## src/rtl/audio_mavg_if.sv

```systemverilog
// Sample-stream bundle between the codec read side and the moving-average filter.
// Carries one packed multi-channel input stream and one packed output stream.
interface audio_mavg_if #(
  parameter int DATA_W = 24,
  parameter int NCH    = 2
);
  logic                    in_valid;
  logic                    in_ready;
  logic [NCH*DATA_W-1:0]   in_data;
  logic                    out_valid;
  logic                    out_ready;
  logic [NCH*DATA_W-1:0]   out_data;

  modport master (
    output in_valid, in_data, out_ready,
    input  in_ready, out_valid, out_data
  );

  modport slave (
    input  in_valid, in_data, out_ready,
    output in_ready, out_valid, out_data
  );
endinterface

```

## src/rtl/audio_mavg_filter.sv

```systemverilog
// Multi-channel moving-average low-pass filter with bypass and sequenced window clear.
// Each channel keeps a circular window of 2^LOG2_TAPS samples and a running sum.
module audio_mavg_filter #(
  parameter int DATA_W    = 24,
  parameter int LOG2_TAPS = 3,
  parameter int NCH       = 2
) (
  input  logic          CLOCK_50,
  input  logic          reset,
  input  logic          clear,
  input  logic          bypass,
  output logic          clearing,
  audio_mavg_if.slave   bus
);

  localparam int N  = 1 << LOG2_TAPS;
  localparam int SW = DATA_W + LOG2_TAPS;

  typedef enum logic {ST_CLR, ST_RUN} state_e;

  state_e                  state_q;
  logic [LOG2_TAPS-1:0]    wr_idx_q;
  logic signed [SW-1:0]    sum_q  [NCH];
  logic signed [SW-1:0]    sum_d  [NCH];
  logic [DATA_W-1:0]       buf_q  [NCH][N];
  logic [DATA_W-1:0]       in_ch  [NCH];
  logic [DATA_W-1:0]       old_ch [NCH];
  logic signed [SW-1:0]    avg_ch [NCH];
  logic                    out_valid_q;
  logic [NCH*DATA_W-1:0]   out_data_q;
  logic [NCH*DATA_W-1:0]   out_data_d;
  logic                    accept;

  assign clearing      = (state_q == ST_CLR);
  assign bus.in_ready  = (state_q == ST_RUN) && (!out_valid_q || bus.out_ready);
  assign accept        = bus.in_valid && bus.in_ready;
  assign bus.out_valid = out_valid_q;
  assign bus.out_data  = out_data_q;

  always_comb begin
    out_data_d = '0;
    for (int unsigned c = 0; c < NCH; c++) begin
      in_ch[c]  = bus.in_data[c*DATA_W +: DATA_W];
      old_ch[c] = buf_q[c][wr_idx_q];
      sum_d[c]  = sum_q[c]
                + $signed({{LOG2_TAPS{in_ch[c][DATA_W-1]}}, in_ch[c]})
                - $signed({{LOG2_TAPS{old_ch[c][DATA_W-1]}}, old_ch[c]});
      // Arithmetic shift floors toward -inf; the mean always fits in DATA_W.
      avg_ch[c] = sum_d[c] >>> LOG2_TAPS;
      out_data_d[c*DATA_W +: DATA_W] = bypass ? in_ch[c] : avg_ch[c][DATA_W-1:0];
    end
  end

  // Window storage needs no reset: the CLR sweep zeroes it after every reset or clear.
  always_ff @(posedge CLOCK_50) begin
    for (int unsigned c = 0; c < NCH; c++) begin
      if (state_q == ST_CLR) begin
        buf_q[c][wr_idx_q] <= '0;
      end else if (accept) begin
        buf_q[c][wr_idx_q] <= in_ch[c];
      end
    end
  end

  always_ff @(posedge CLOCK_50) begin
    if (reset) begin
      state_q     <= ST_CLR;
      wr_idx_q    <= '0;
      out_valid_q <= 1'b0;
      out_data_q  <= '0;
      for (int unsigned c = 0; c < NCH; c++) sum_q[c] <= '0;
    end else if (state_q == ST_CLR) begin
      wr_idx_q <= wr_idx_q + 1'b1;
      if (&wr_idx_q) state_q <= ST_RUN;
    end else if (clear) begin
      state_q     <= ST_CLR;
      wr_idx_q    <= '0;
      out_valid_q <= 1'b0;
      for (int unsigned c = 0; c < NCH; c++) sum_q[c] <= '0;
    end else begin
      if (accept) begin
        for (int unsigned c = 0; c < NCH; c++) sum_q[c] <= sum_d[c];
        wr_idx_q    <= wr_idx_q + 1'b1;
        out_valid_q <= 1'b1;
        out_data_q  <= out_data_d;
      end else if (bus.out_ready) begin
        out_valid_q <= 1'b0;
      end
    end
  end

endmodule

```

## src/flat_wrapper.sv

```systemverilog
// flat-port wrapper written by rule: the top's interface ports become plain ports
module audio_mavg_filter_flat 
#(
  parameter int DATA_W    = 24,
  parameter int LOG2_TAPS = 3,
  parameter int NCH       = 2
)
  (CLOCK_50, reset, clear, bypass, clearing, bus_in_valid, bus_in_data, bus_out_ready, bus_in_ready, bus_out_valid, bus_out_data);
  audio_mavg_if #(.DATA_W(DATA_W), .NCH(NCH)) bus_i ();
  input  logic CLOCK_50;
  input  logic reset;
  input  logic clear;
  input  logic bypass;
  output logic clearing;
  input wire logic [$bits(bus_i.in_valid)-1:0] bus_in_valid;
  input wire logic [$bits(bus_i.in_data)-1:0] bus_in_data;
  input wire logic [$bits(bus_i.out_ready)-1:0] bus_out_ready;
  output wire logic [$bits(bus_i.in_ready)-1:0] bus_in_ready;
  output wire logic [$bits(bus_i.out_valid)-1:0] bus_out_valid;
  output wire logic [$bits(bus_i.out_data)-1:0] bus_out_data;
  assign bus_i.in_valid = bus_in_valid;
  assign bus_i.in_data = bus_in_data;
  assign bus_i.out_ready = bus_out_ready;
  assign bus_in_ready = bus_i.in_ready;
  assign bus_out_valid = bus_i.out_valid;
  assign bus_out_data = bus_i.out_data;
  audio_mavg_filter #(.DATA_W(DATA_W), .LOG2_TAPS(LOG2_TAPS), .NCH(NCH)) u_core (.CLOCK_50(CLOCK_50), .reset(reset), .clear(clear), .bypass(bypass), .clearing(clearing), .bus(bus_i));
endmodule
```

## config.mk

```make
export PLATFORM = sky130hd
export DESIGN_NAME = audio_mavg_filter_flat
export DESIGN_NICKNAME = d
export VERILOG_FILES = /design/src/rtl/audio_mavg_if.sv /design/src/rtl/audio_mavg_filter.sv /design/src/flat_wrapper.sv
export SDC_FILE = /design/constraint.sdc
export NUM_CORES = 1
export LEC_CHECK = 0
export BUFFER_PORTS_ARGS = -buffer_cell sky130_fd_sc_hd__buf_2
export CORE_UTILIZATION = 45
export CTS_CLUSTER_SIZE = 40
export DETAILED_ROUTE_END_ITERATION = 8
export RECOVER_POWER = 25
export SYNTH_ARGS = -nofsm -noshare
export SYNTH_HDL_FRONTEND = slang
export SYNTH_SLANG_ARGS = --single-unit
```

## constraint.sdc

```tcl
create_clock -name CLOCK_50 -period 11.7 [get_ports CLOCK_50]
set_input_delay 0.585 -clock CLOCK_50 [delete_from_list [all_inputs] [get_ports CLOCK_50]]
set_output_delay 0.585 -clock CLOCK_50 [all_outputs]
set_load 0.005 [all_outputs]
```

==> results of run 1 <==
-- registers in the layout (all words and copies together) (netlist names) --
register and count:
u_core.sum_q 54, u_core.bus.out_data 48, u_core.bus.out_valid 1, u_core.wr_idx_q 3
u_core.state_q 1, u_core.buf_q 384
-- stage by stage --
stage	hold slack (ns)	util [%]	setup slack (ns)	cell area, um^2
after floorplan	0.4482	-	7.358	24760
after global placement	0.4396	47.99	6.666	25980
after detailed placement	0.4466	47.99	6.514	25980
after CTS	0.2652	51.02	6.481	27620
after global routing	0.2844	50.79	5.341	27490
final	0.2922	50.79	5.548	27490
-- cell families (layout without fill, tap and decap cells) --
group                    after synthesis  count (layout)
buffers and inverters                347             426
flip-flops                           491             491
multiplexers                           4               4
AO/OA/AOI/OAI                        486             486
XOR/XNOR                              51              51
adder cells (fa/ha/maj)              110             110
AND/OR/NAND/NOR                      694             694
-- final cells by class --
| cell class | instances | area share, % |
|---|---|---|
| clock buffer | 60 | 4.765 |
| clock inverter | 32 | 1.192 |
| tap | 696 | 3.167 |
| multi-input combinational | 1345 | 33.90 |
| timing repair buffer | 139 | 2.617 |
| sequential | 491 | 51.70 |
| inverter | 195 | 2.662 |
-- synth_stat cells, drive strengths merged (3+ instances only) --
cell type	instances
nand3	24
a21boi	3
a31o	3
fa	52
a22o	4
o22ai	4
edfxtp	438
and4	5
a211o	3
and2	99
a211oi	17
mux2i	3
a41oi	3
a31oi	9
nor2b	8
o21bai	8
xnor2	24
buf	20
o21a	8
dfxtp	53
o211ai	20
nand4	45
and3	19
ha	58
a221oi	7
inv	153
or3b	3
a21o	36
a22oi	187
nor2	112
o211a	9
a21oi	80
o21ai	75
nor3	302
nor4	5
nand2	60
xor2	27
clkinv	42
clkbuf	132
-- path summary, 6_finish.rpt --
kind | from | to | slack [ns]
worst max-delay path | u_core.wr_idx_q[0] | u_core.sum_q[0][26] | 5.55
worst min-delay path | bus_in_data[5] | u_core.buf_q[0][173] | 0.29
worst max register to register | u_core.wr_idx_q[0] | u_core.sum_q[0][26] | 5.55
worst min register to register | u_core.bus.out_data[38] | u_core.bus.out_data[38] | 0.46
-- per-layer routing --
metal  track usage (%)  share of wire [%]  up-vias
met2             40.17                 43      855
met1             40.59                 44     9085
met5                 0              0.016        -
met4             5.923                1.7        2
li1                  -                  -     8153
met3             6.668                 11       93
-- report_power, final --
group	total [mW]	internal (mW)	switching [mW]
registers	1.98	1.96	0.0232
clock network	1.63	0.933	0.701
logic	1.23	0.425	0.803
-- cell usage in the layout, fill, tap and decap left out, types with 5 or more instances in the layout --
master     Yosys  layout
clkbuf_16      0      51
dfxtp_1       53      53
xnor2_1       24      24
and3_1        19      18
nand3_1       24      22
edfxtp_1     438     438
and2_1        99      63
o21a_1         7       7
nand2_1       59      56
clkinv_1      42      53
clkinv_2       0       9
a31oi_1        7       7
inv_1        152     152
nor2_1       112     108
buf_2          1      74
xor2_1        27      27
a21o_1        36      36
and4_1         5       5
o21bai_1       8       8
a211oi_1      16      16
o211a_1        9       9
a22oi_1      187     187
o21ai_0       71      71
fa_1          52      52
nand4_1       45      45
nor2b_1        8       8
bufinv_16      0       6
and2_0         0      34
ha_1          58      58
nor4_1         5       5
clkbuf_1     132      44
o211ai_1      17      17
a21oi_1       79      78
nor3_1       302     302
buf_4          0      28
-- critical path: cells and delay by family, from the launching register on --
kind	cells	cell delay [ns]
DFF	1	0.49
buffers and inverters	2	1.67
AOI/OAI and AO/OA	6	1.88
and+or+nand+nor	5	1.09
adders and majority gates	2	0.72
==> results.py, run 1 <==
metrics = {
    "worst_setup_path": {
        "cp_slowest_cell": "clkbuf_1",
        "critical_path.max_fanout": 31,
        "setup.worst_path.start_class": "flop",
        "worstPathCellList": "nor3_1 -> clkbuf_1 -> a22oi_1 -> nand4_1 -> fa_1 -> inv_1 -> ha_1 -> a211oi_1 -> o21bai_1 -> a211oi_1 -> o21ai_1 -> a31oi_2 -> nor4_1 -> nor3_1 -> nor2_1",
        "worst-endpoint-required_ns": 12.02,
        "timing.critical_path.slowest_cell_delay_ns": 1.60,
        "endpoint_kind": "flop",
        "worstPathArrival_ns": 6.47,
        "timing_worst_setup_path_type": "reg2reg",
        "worst-r2r-cell-count": 15,
    },
    "run_status": {
        "run_status": "complete, but fails checks",
        "failed_checks": "max-capacitance violations, max-slew violations",
    },
    "clock_network": {
        "cts_inserted_buffers": 50,
        "ctsLongestPathBuffers": 3,
        "tritoncts_clock_tree": "done",
        "holdBufCountCts": 0,
        "postCtsResizedCells": 0,
        "cts_htree_levels": 2,
        "path_clk_slew_ns": 0.06,
        "cts_sinks": 491,
        "cts.repair_timing.setup_buffer_count": 0,
        "clk_root_buffer_cell": "clkbuf_16",
        "insertion_delay_ns": 0.61,
    },
    "timing": {
        "tightest_slew_ns": 4.378,
        "timing.max_slew.rel_slack_pct": -191.9,
        "post-route-min-period_ns": 6.152,
        "grt_setup_unrepaired": "no",
        "fmax_mhz": 162.5,
        "report.final.slew_viol_count": 351,
        "setup_viol_count_final": 0,
        "tns_ns": 0,
        "finalHoldViolations": 0,
        "final_cycle_utilization_of_the_critical_path_pct": 52.58,
        "timing.clock.skew_ns": 0.02153,
    },
    "logic_synthesis": {
        "synthesis.instances": 2183,
        "synth_fp_nets": 2347,
        "postSynth.asyncResetShare_pct": 0,
        "yosysWarnings": 0,
        "synth_top_cell_by_area": "edfxtp_1",
        "synth_ff_type": "edfxtp_1",
        "yosys.area_share.simple_pct": 14.32,
        "yosys-mux-area-fraction_pct": 0.1668,
        "post_synth_cell_types": 74,
        "synth_area_in_compound_gates_pct": 13.90,
        "synth-seq-cells": 491,
        "synth_sequential_area_ratio_pct": 57.41,
        "synth_top_area_share_pct": 53.13,
        "yosys.area_share.xor_xnor_pct": 1.804,
        "synth_top_family_by_area": "simple AND/OR/NAND/NOR gates",
        "netlist_top_cells_area": "edfxtp_1, nor3_1, a22oi_1",
        "syn_area_per_cell_um2": 11.34,
        "post_synth_edffs": 438,
        "netlist_area_um2": 24760,
        "yosys.area_share.adder_pct": 7.136,
    },
    "cells_and_area": {
        "drive_above_1_share_pct": 9.637,
        "finish.net_count": 2386,
        "non_filler_cells_in_the_finished_layout": 2958,
        "area.growth.synth_to_final_pct": 11.05,
        "antenna_cells": 0,
        "seq_area_um2": 14210,
        "nFillCells": 4817,
        "footprint_of_the_multi_input_gates_um2": 9320,
    },
    "route": {
        "drt-pass1-iter-count": 6,
        "viasPerCell": 6.149,
        "drt_drc_violations_left": 0,
        "detail_route.iter0.violations": 1851,
        "routed-via-count": 18190,
        "detail_route.wl_per_cell_um": 25.80,
        "routed_wirelength_um": 76310,
        "final_antenna_net_count": 0,
    },
    "die": {
        "dieHeight_um": 236.6,
        "number_of_i_o_pins": 105,
        "die_width_um": 236.6,
        "die_area_um2": 55960,
        "placeableCoreArea_um2": 54130,
        "rows": 85,
        "floorplan.initialDensity_pct": 45.73,
    },
    "grt": {
        "overflow": 0,
        "all_layer_gr_usage_pct": 27.26,
        "grt_max_degree": 112,
        "first_global_vias": 17730,
        "grt_pass1_wl_um": 113900,
        "initial_antenna_violation_count": 2,
    },
    "min_path": {
        "min_path_cells": 2,
        "min-delay-path-class": "in2reg",
    },
    "power_and_ir_drop": {
        "p_leak_nw": 9.713,
        "totalPowerFinal_mw": 4.847,
        "power_density_nw_per_um2": 176.3,
        "ir_drop_mv": 0.1199,
    },
    "flow_run": {
        "maxCapViolations": 9,
    },
    "place": {
        "detailed_place_hpwl_um": 46190,
        "routabilityCongestion": 0.8724,
        "buffer_ports.inserted": 104,
        "place_inst": 2866,
    },
}
No activity file was read; power rests on OpenSTA's default activity.
==> run 2: changes to the inputs <==
==> constraint.sdc (replaced) <==
create_clock -name CLOCK_50 -period 5.2 [get_ports CLOCK_50]
set_input_delay 0.26 -clock CLOCK_50 [delete_from_list [all_inputs] [get_ports CLOCK_50]]
set_output_delay 0.26 -clock CLOCK_50 [all_outputs]
set_load 0.005 [all_outputs]
==> run 2 against run 1 <==
  * The flow still finishes with violations (max-capacitance violations, max-slew violations)
  * Non-clock buffer count rose by 48
  * Cell count increased by 1.7%
  * Hold slack worse by 0.26 ns
  * Clock skew decreased by 0.0069 ns
  * First-iteration DRC count grew 32%
  * Clock power increased by 120%
  * Wire length is 2.1% higher
  * Clock-buffer cell count is 1 higher
  * Worst setup slack worse by 5.2 ns
  * Utilization up 0.91 points
==> results.py, run 2 (synthesis gave the netlist of run 1 again) <==
metrics = {
    "worst_setup_path": {
        "setup.worst_path.start_class": "flop",
        "crit-reg2reg-launch": "u_core.wr_idx_q[0]",
        "worst-endpoint-required_ns": 5.52,
        "reg2reg_to": "u_core.sum_q[0][52]",
        "r2r_slack_ns": 0.30,
        "timing_worst_setup_path_type": "reg2reg",
        "timing.critical_path.from": "u_core.wr_idx_q[0]",
        "critical_path.max_fanout": 23,
        "cp_slowest_cell": "dfxtp_1",
        "worstPathArrival_ns": 5.22,
        "worst-r2r-cell-count": 16,
        "timing.critical_path.slowest_cell_delay_ns": 0.44,
        "endpoint_kind": "flop",
        "worstPathCellList": "clkbuf_1 -> nand2_1 -> nor2_4 -> buf_4 -> a22oi_1 -> nand4_1 -> fa_1 -> inv_1 -> ha_1 -> a211o_2 -> o2111ai_2 -> a32oi_2 -> and3_1 -> a2111oi_4 -> xor2_1 -> nor2_1",
    },
    "timing": {
        "final_hold_slack_ns": 0.03166,
        "final_cycle_utilization_of_the_critical_path_pct": 94.27,
        "timing.clock.skew_ns": 0.01462,
        "tns_ns": 0,
        "report.final.slew_viol_count": 236,
        "post-route-min-period_ns": 4.902,
        "setup_viol_count_final": 0,
        "grt_setup_unrepaired": "no",
        "finalHoldViolations": 0,
        "tightest_slew_ns": 3.386,
        "timing.max_slew.rel_slack_pct": -125.7,
        "fmax_mhz": 204.0,
    },
    "route": {
        "drt_drc_violations_left": 0,
        "routed_wirelength_um": 77950,
        "detail_route.iter0.violations": 2444,
        "final_antenna_net_count": 0,
        "routed-via-count": 18570,
        "detail_route.wl_per_cell_um": 25.90,
        "viasPerCell": 6.170,
        "drt-pass1-iter-count": 5,
    },
    "grt": {
        "first_global_vias": 18280,
        "overflow": 0,
        "all_layer_gr_usage_pct": 27.87,
        "grt_pass1_wl_um": 116300,
        "grt_max_degree": 149,
        "initial_antenna_violation_count": 1,
    },
    "die": {
        "placeableCoreArea_um2": 54130,
        "die_width_um": 236.6,
        "floorplan.initialDensity_pct": 45.73,
        "number_of_i_o_pins": 105,
        "dieHeight_um": 236.6,
        "die_area_um2": 55960,
        "rows": 85,
    },
    "clock_network": {
        "cts.repair_timing.setup_buffer_count": 0,
        "tritoncts_clock_tree": "done",
        "cts_htree_levels": 2,
        "cts_sinks": 491,
        "ctsLongestPathBuffers": 3,
        "cts_inserted_buffers": 51,
        "clk_root_buffer_cell": "clkbuf_16",
        "path_clk_slew_ns": 0.06,
        "insertion_delay_ns": 0.61,
    },
    "place": {
        "detailed_place_hpwl_um": 48290,
        "placedInstanceArea_um2": 26230,
        "routabilityCongestion": 0.9355,
        "buffer_ports.inserted": 104,
    },
    "min_path": {
        "hold_ep": "u_core.buf_q[1][177]",
        "min_path_cells": 2,
        "worst_hold_startpoint": "bus_in_data[33]",
        "min-delay-path-class": "in2reg",
    },
    "cells_and_area": {
        "largest_register": "u_core.buf_q",
        "antenna_cells": 0,
        "drive_above_1_share_pct": 10.64,
        "final_area_um2": 27990,
        "largest_register_ff_count": 384,
        "layout_common_cells": "edfxtp_1, nor3_1, a22oi_1, inv_1, nor2_1",
        "area.growth.synth_to_final_pct": 13.04,
        "most_common_cell_after_layout_fill_and_taps_aside": "edfxtp_1",
        "finish.net_count": 2435,
        "nFillCells": 4802,
    },
    "power_and_ir_drop": {
        "internal_power_mw": 7.444,
        "switching_portion_of_total_power_pct": 31.87,
        "pwr-share-seq_pct": 40.8,
        "clock_power_share_pct": 33.3,
        "comb_power_share_pct": 25.8,
        "p_leak_nw": 9.981,
        "netSwitchingPower_mw": 3.483,
        "power_density_nw_per_um2": 390.4,
        "ir_drop_mv": 0.2766,
    },
    "run_status": {
        "failed_checks": "max-capacitance violations, max-slew violations",
        "run_status": "complete, but fails checks",
    },
    "flow_run": {
        "maxCapViolations": 9,
    },
}
-- run 2: changes by cell type in the layout (fill, tap and decap cells not counted), sizes merged --
cell and delta:
buf +20, dlygate4sd3 +24, clkinvlp +1, clkbuf +5
bufinv -2, clkinv +3
-- run 2: layer usage --
metal / global-route usage [%] / vias up / part of all wire (%)
met5: 0 / - / 0
met4: 5.687 / 0 / 1.7
met3: 5.701 / 101 / 11
met2: 41.40 / 967 / 44
met1: 42.10 / 9242 / 44
li1: - / 8255 / -
-- run 2: final cells by class --
cell class	instances	area (um^2)	area share [%]
clock buffer	61	1335	4.770
clock inverter	34	294.0	1.051
inverter	195	732.0	2.615
multi-input combinational	1345	9333	33.35
sequential	491	14210	50.79
tap	696	870.8	3.112
timing repair buffer	187	1207	4.314
-- run 2: repair_timing --
action | 4_1_cts | 5_1_grt
gates resized for setup | 0 | 0
hold buffers | 24 | 0
endpoints found under the hold margin | 25 | 0
-- run 2: worst max path at each step --
stage | endpoint | cells past startpoint
5_1_grt | u_core.sum_q[0][52] | 16
3_3_place_gp | u_core.sum_q[0][23] | 15
2_1_floorplan | u_core.sum_q[0][23] | 17
4_1_cts | u_core.sum_q[0][23] | 15
3_5_place_dp | u_core.sum_q[0][23] | 16
6_report | u_core.sum_q[0][52] | 16
-- run 2: power by group through the flow --
| stage | Clock [mW] | Combinational, mW | Sequential [mW] |
|---|---|---|---|
| after detailed placement | 0 | 2.76 | 4.54 |
| final | 3.64 | 2.82 | 4.46 |
| after CTS | 3.68 | 2.80 | 4.46 |
| after global routing | 3.81 | 3.10 | 4.47 |
| after floorplan | 0 | 1.95 | 4.53 |
| after global placement | 0 | 2.75 | 4.54 |
-- run 2: critical path: cells and delay by family, from the launching register on --
family / cells / cell delay, ns
AOI/OAI and AO/OA: 5 / 1.35
xor gates and xnor gates: 1 / 0.23
adders and majority gates: 2 / 0.75
buffers and inverters: 3 / 0.90
DFF: 1 / 0.44
and+or+nand+nor: 5 / 0.92
-- run 2: through the flow --
step,util (%),total power [mW],setup WS (ns),instances
2_1_floorplan,-,6.483,0.8585,2183
3_3_place_gp,48.45,7.285,0.5135,2890
3_5_place_dp,48.45,7.298,0.4282,2890
4_1_cts,51.90,10.93,0.4055,3009
5_1_grt,51.70,11.38,0.05086,3009
6_report,51.70,10.93,0.2982,3009
